### src/rtl/writeback_stage.sv
// rtl/writeback_stage.sv - M-to-W pipeline register, load extraction/extension and result select.
// Optional retired-instruction counter InstretW when WB_INSTRET_EN is defined.
module writeback_stage #(
    parameter int WIDTH  = 32,
    parameter int REG_AW = 5
) (
    input  logic              clk,
    input  logic              rst_n,
    input  logic              stall_i,
    input  logic              flush_i,
    input  logic              ValidM,
    input  logic              RegWriteM,
    input  logic [1:0]        ResultSrcM,
    input  logic [2:0]        Funct3M,
    input  logic [WIDTH-1:0]  ALUResultM,
    input  logic [WIDTH-1:0]  ReadDataM,
    input  logic [REG_AW-1:0] RdM,
    input  logic [WIDTH-1:0]  PCPlus4M,
    input  logic [WIDTH-1:0]  ImmExtM,
`ifdef WB_INSTRET_EN
    output logic [63:0]       InstretW,
`endif
    output logic              RegWriteW,
    output logic [REG_AW-1:0] RdW,
    output logic [WIDTH-1:0]  ResultW,
    output logic              ValidW,
    output logic              MisalignW
);

    logic              valid_w;
    logic              regwrite_w;
    logic [1:0]        resultsrc_w;
    logic [2:0]        funct3_w;
    logic [WIDTH-1:0]  aluresult_w;
    logic [WIDTH-1:0]  readdata_w;
    logic [REG_AW-1:0] rd_w;
    logic [WIDTH-1:0]  pcplus4_w;
    logic [WIDTH-1:0]  immext_w;

    // Flush only kills valid/RegWrite; the payload bits are simply not reloaded.
    always_ff @(posedge clk) begin
        if (!rst_n) begin
            valid_w     <= 1'b0;
            regwrite_w  <= 1'b0;
            resultsrc_w <= '0;
            funct3_w    <= '0;
            aluresult_w <= '0;
            readdata_w  <= '0;
            rd_w        <= '0;
            pcplus4_w   <= '0;
            immext_w    <= '0;
        end else if (flush_i) begin
            valid_w    <= 1'b0;
            regwrite_w <= 1'b0;
        end else if (!stall_i) begin
            valid_w     <= ValidM;
            regwrite_w  <= RegWriteM;
            resultsrc_w <= ResultSrcM;
            funct3_w    <= Funct3M;
            aluresult_w <= ALUResultM;
            readdata_w  <= ReadDataM;
            rd_w        <= RdM;
            pcplus4_w   <= PCPlus4M;
            immext_w    <= ImmExtM;
        end
    end

    logic [1:0]       offset;
    logic [7:0]       byte_v;
    logic [15:0]      half_v;
    logic [WIDTH-1:0] load_v;
    logic             is_half;
    logic             is_word;
    logic             misalign;

    always_comb begin
        offset = aluresult_w[1:0];
        case (offset)
            2'd0:    byte_v = readdata_w[7:0];
            2'd1:    byte_v = readdata_w[15:8];
            2'd2:    byte_v = readdata_w[23:16];
            default: byte_v = readdata_w[31:24];
        endcase
        half_v = offset[1] ? readdata_w[31:16] : readdata_w[15:0];

        // Reserved Funct3 codes fall through to word behaviour, including alignment.
        is_half = 1'b0;
        is_word = 1'b0;
        case (funct3_w)
            3'b000:  load_v = WIDTH'($signed(byte_v));
            3'b100:  load_v = WIDTH'(byte_v);
            3'b001: begin
                load_v  = WIDTH'($signed(half_v));
                is_half = 1'b1;
            end
            3'b101: begin
                load_v  = WIDTH'(half_v);
                is_half = 1'b1;
            end
            default: begin
                load_v  = WIDTH'($signed(readdata_w[31:0]));
                is_word = 1'b1;
            end
        endcase

        misalign = valid_w && (resultsrc_w == 2'b01) &&
                   ((is_half && offset[0]) || (is_word && (offset != 2'd0)));

        case (resultsrc_w)
            2'b00:   ResultW = aluresult_w;
            2'b01:   ResultW = load_v;
            2'b10:   ResultW = pcplus4_w;
            default: ResultW = immext_w;
        endcase
    end

    assign ValidW    = valid_w;
    assign RdW       = rd_w;
    assign MisalignW = misalign;
    assign RegWriteW = valid_w && regwrite_w && (rd_w != '0) && !misalign;

`ifdef WB_INSTRET_EN
    logic [63:0] instret_q;

    always_ff @(posedge clk) begin
        if (!rst_n)
            instret_q <= '0;
        else if (valid_w && !misalign && !stall_i)
            instret_q <= instret_q + 64'd1;
    end

    assign InstretW = instret_q;
`endif

endmodule

### config.mk
export PLATFORM = sky130hd
export DESIGN_NAME = writeback_stage
export DESIGN_NICKNAME = d
export VERILOG_FILES = /design/src/rtl/writeback_stage.sv
export SDC_FILE = /design/constraint.sdc
export NUM_CORES = 1
export LEC_CHECK = 0
export BUFFER_PORTS_ARGS = -buffer_cell sky130_fd_sc_hd__buf_2
export CORE_ASPECT_RATIO = 1.2
export CORE_MARGIN = 4
export CORE_UTILIZATION = 33
export DETAILED_ROUTE_END_ITERATION = 10
export GPL_ROUTABILITY_DRIVEN = 1
export SYNTH_ARGS = -nofsm -noshare
export SYNTH_HDL_FRONTEND = slang
export SYNTH_SLANG_ARGS = --single-unit
### constraint.sdc
create_clock -name clk -period 2 [get_ports clk]
set_clock_uncertainty 0.15 [all_clocks]
set_input_delay 0.4 -clock clk [delete_from_list [all_inputs] [get_ports clk]]
set_output_delay 0.4 -clock clk [all_outputs]
set_load 0.03 [all_outputs]
==> flow_summary.ini <==
[run_status]
status = finished, violations left
violations = setup timing

[critical_path]
critPathMaxStageDelay_ns = 0.37
r2r_setup_slack_ns = 0.85
critPathCaptureType = output pin
crit_end = ResultW[8]
crit_start = aluresult_w[1]$_SDFFE_PN0P_
crit_chain = mux2i_4, buf_4, nor4bb_4, nor3_4, buf_12, o21ai_4, buf_6
crit_path_top_delay_cell = dfxtp_4
cp.arrival_ns = 2.03
r2r_cells = 4
r2r-end = aluresult_w[1]$_SDFFE_PN0P_
worstPathRequired_ns = 1.45
r2r_start = aluresult_w[1]$_SDFFE_PN0P_
path_class = reg -> out
start_kind = flip-flop
crit_fanout = 8

[drt]
routed_wl_um = 23400
antenna_left = 0
drc = 0
wire_per_inst_um = 17.4
first_pass_iters = 5
num_vias = 6652
routed_via_density = 4.95
drt_iter0_markers = 421

[timing]
worst_pin_slew_ns = 0.448
rsz0062_at_grt = yes
holdWs_ns = 0.0645
slew_headroom_pct = 69.8
fin_crit_ns = 2.58
fin_tns_setup_ns = -16.82
drv_slew = 0
hold_viol = 0
setup_violations = 34
fmax_ghz = 0.387
layout_setup_ws_ns = -0.584
period_share_pct = 129

[yosys]
synth_warnings = 0
syn_avg_cell_area_um2 = 7.73
yosysTopAreaCell = dfxtp_1
synth_compound_gate_area_share_pct = 28.2
synth_cell_types = 39
yosys.area_share.adder_pct = 0
syn-num-nets = 1013
yosys-mux-area-fraction_pct = 4.47
synthTopCellsByArea = dfxtp_1 (42%), nand2_1 (16%), a21boi_0 (15%), o21ai_0 (6.3%), clkbuf_1 (2.3%)
synth_area_um2 = 6720
synth_top_area_share_pct = 41.7
synth_xor_area_share_pct = 0
synth_cells = 869
seq_area_frac_synth_pct = 41.7
synth_top_family_by_area = compound AO/OA/AOI/OAI gates
synth_simple_gate_area_share_pct = 20.6
ys_ff_latch = 140

[clock_tree]
cts.reportedPaths.clkPinSlew_ns = 0.06
root_buffer = clkbuf_16
tritoncts = yes
clock_sinks = 140
htree_levels = 4
clock_latency_ns = 0.42
cts_made_buffers = 17
cts-hold-fix-buffers = 0
clockBufferDepth = 2

[place]
place_ws_ns = -0.290
io_buffer_count = 183
place_congestion = 0.888
dp_hpwl_um = 17000

[floorplan]
io_pins = 184
die_y_um = 164
rows = 56
coreArea_um2 = 19800
start_util_pct = 34.0
die_w_um = 138
die_area_um2 = 22700

[worst_hold_path]
hp-start = RdM[3]
hold_path_class = in -> reg

[global_routing]
track_usage_pct = 20.1
grt_pass1_wl_um = 35600
grt_max_degree = 51
grt_overflow = 0
antenna_found_initial = 0
grt_pass1_vias = 6531

[pwr]
power.density_nw_per_um2 = 772
ir_drop_mv = 0.607
total_power_mw = 7.59
leakage_nw = 3.87

[cells_and_area]
drive_gt1_share_pct = 34.9
diodes = 0
final_nets = 1216
area_delta_synth_final_pct = 46.1

[job]
maxCapViolCount = 0
==> synth_stat cells <==
| master | instances |
|---|---|
| mux2_1 | 1 |
| or2_2 | 4 |
| o211ai_1 | 1 |
| mux2i_1 | 14 |
| nand3_1 | 1 |
| and3b_1 | 2 |
| o21a_1 | 2 |
| a31oi_1 | 4 |
| a21oi_1 | 30 |
| o21ai_2 | 1 |
| clkbuf_1 | 41 |
| nor4b_2 | 1 |
| mux2_2 | 10 |
| o21ai_0 | 85 |
| a211o_1 | 2 |
| mux2i_2 | 1 |
| nor3b_1 | 7 |
| or2_1 | 1 |
| nor4bb_1 | 1 |
| buf_1 | 3 |
| o21ai_1 | 2 |
| buf_2 | 28 |
| nand2b_1 | 17 |
| nand2_1 | 282 |
| dfxtp_1 | 140 |
| a22oi_1 | 11 |
| buf_6 | 1 |
| buf_4 | 1 |
| o221ai_1 | 4 |
| inv_1 | 3 |
| o22ai_1 | 1 |
| mux4_2 | 1 |
| o2111ai_1 | 1 |
| and2b_1 | 2 |
| a21boi_0 | 138 |
| nor3_2 | 1 |
| a22o_1 | 8 |
| nor2_1 | 15 |
| or4_1 | 1 |
==> through the flow <==
stage	cell area, um^2	instances	util (%)
after floorplan	6920	869	-
after global placement	8490	1303	43.0
after detailed placement	8490	1303	43.0
after CTS	9710	1343	49.2
after global routing	9820	1345	49.7
final	9820	1345	49.7
==> placed cells by master, fill, tap and decap left out, drive strengths merged <==
cell type and count:
a211o 2, a21boi 138, a21oi 30, a22o 8, a22oi 11, a31oi 4
and2b 2, and3b 2, buf 255, bufbuf 1, bufinv 4, clkbuf 22
clkinv 3, clkinvlp 4, dfxtp 140, inv 3, mux2 11, mux2i 15
mux4 1, nand2 282, nand2b 17, nand3 1, nor2 15, nor3 1
nor3b 7, nor4b 1, nor4bb 1, o2111ai 1, o211ai 1, o21a 2
o21ai 88, o221ai 4, o22ai 1, or2 5, or4 1
==> worst max-delay path, delay by kind of cell (launching register included) <==
kind / cells / cell delay (ns)
flip-flops: 1 / 0.37
buffers and inverters: 3 / 0.47
AND/OR/NAND/NOR: 2 / 0.42
multiplexers: 1 / 0.20
AO/OA/AOI/OAI: 1 / 0.15
==> flip-flops by register name, indices dropped and copies added (netlist names) <==
signal / flops
RdW: 5
ValidW: 1
aluresult_w: 32
funct3_w: 3
immext_w: 32
pcplus4_w: 32
readdata_w: 32
regwrite_w: 1
resultsrc_w: 2
==> kinds of logic (layout without fill, tap and decap cells) <==
logic type / count (synthesis) / after routing
flops: 140 / 140
compound gates: 290 / 290
simple gates: 335 / 335
mux: 27 / 27
buf+inv: 77 / 292
==> routing by layer <==
layer | vias up | routed length (um) | part of all wire (%) | track usage, %
met1 | 3081 | 10000 | 43 | 24.2
met2 | 198 | 11900 | 51 | 35.9
met3 | 24 | 1190 | 5.1 | 4.66
met5 | - | 0 | 0 | 0
li1 | 3349 | - | - | -
met4 | 0 | 311 | 1.3 | 5.62
==> repair_timing <==
item                       4_1_cts  5_1_grt
cloned                           3        2
gates resized for setup        132       20
pin swaps                       21       21
setup endpoints to repair       34       34
setup buffers                    7        3
==> cell type report <==
| class | count | area, um^2 |
|---|---|---|
| Clock buffer | 20 | 447 |
| Clock inverter | 11 | 169 |
| Fill cell | 1944 | 9940 |
| Inverter | 3 | 11.3 |
| Multi-Input combinational cell | 652 | 4060 |
| Sequential cell | 140 | 2820 |
| Tap cell | 261 | 327 |
| Timing Repair Buffer | 258 | 1990 |
==> worst min path at each step <==
stage | to | cells after the start
global placement | immext_w[18]$_SDFFE_PN0P_ | 2
CTS | pcplus4_w[27]$_SDFFE_PN0P_ | 3
finish | RdW[3]$_SDFFE_PN0P_ | 3
global route | aluresult_w[27]$_SDFFE_PN0P_ | 3
detailed placement | immext_w[23]$_SDFFE_PN0P_ | 2
floorplan | pcplus4_w[16]$_SDFFE_PN0P_ | 2
==> report_power, final <==
part	internal, mW	switching (mW)
clock network	2.11	1.22
registers	2.92	0.0988
logic	0.580	0.663
total	5.61	1.98
Note: power is estimated with default switching activity, not from simulation.
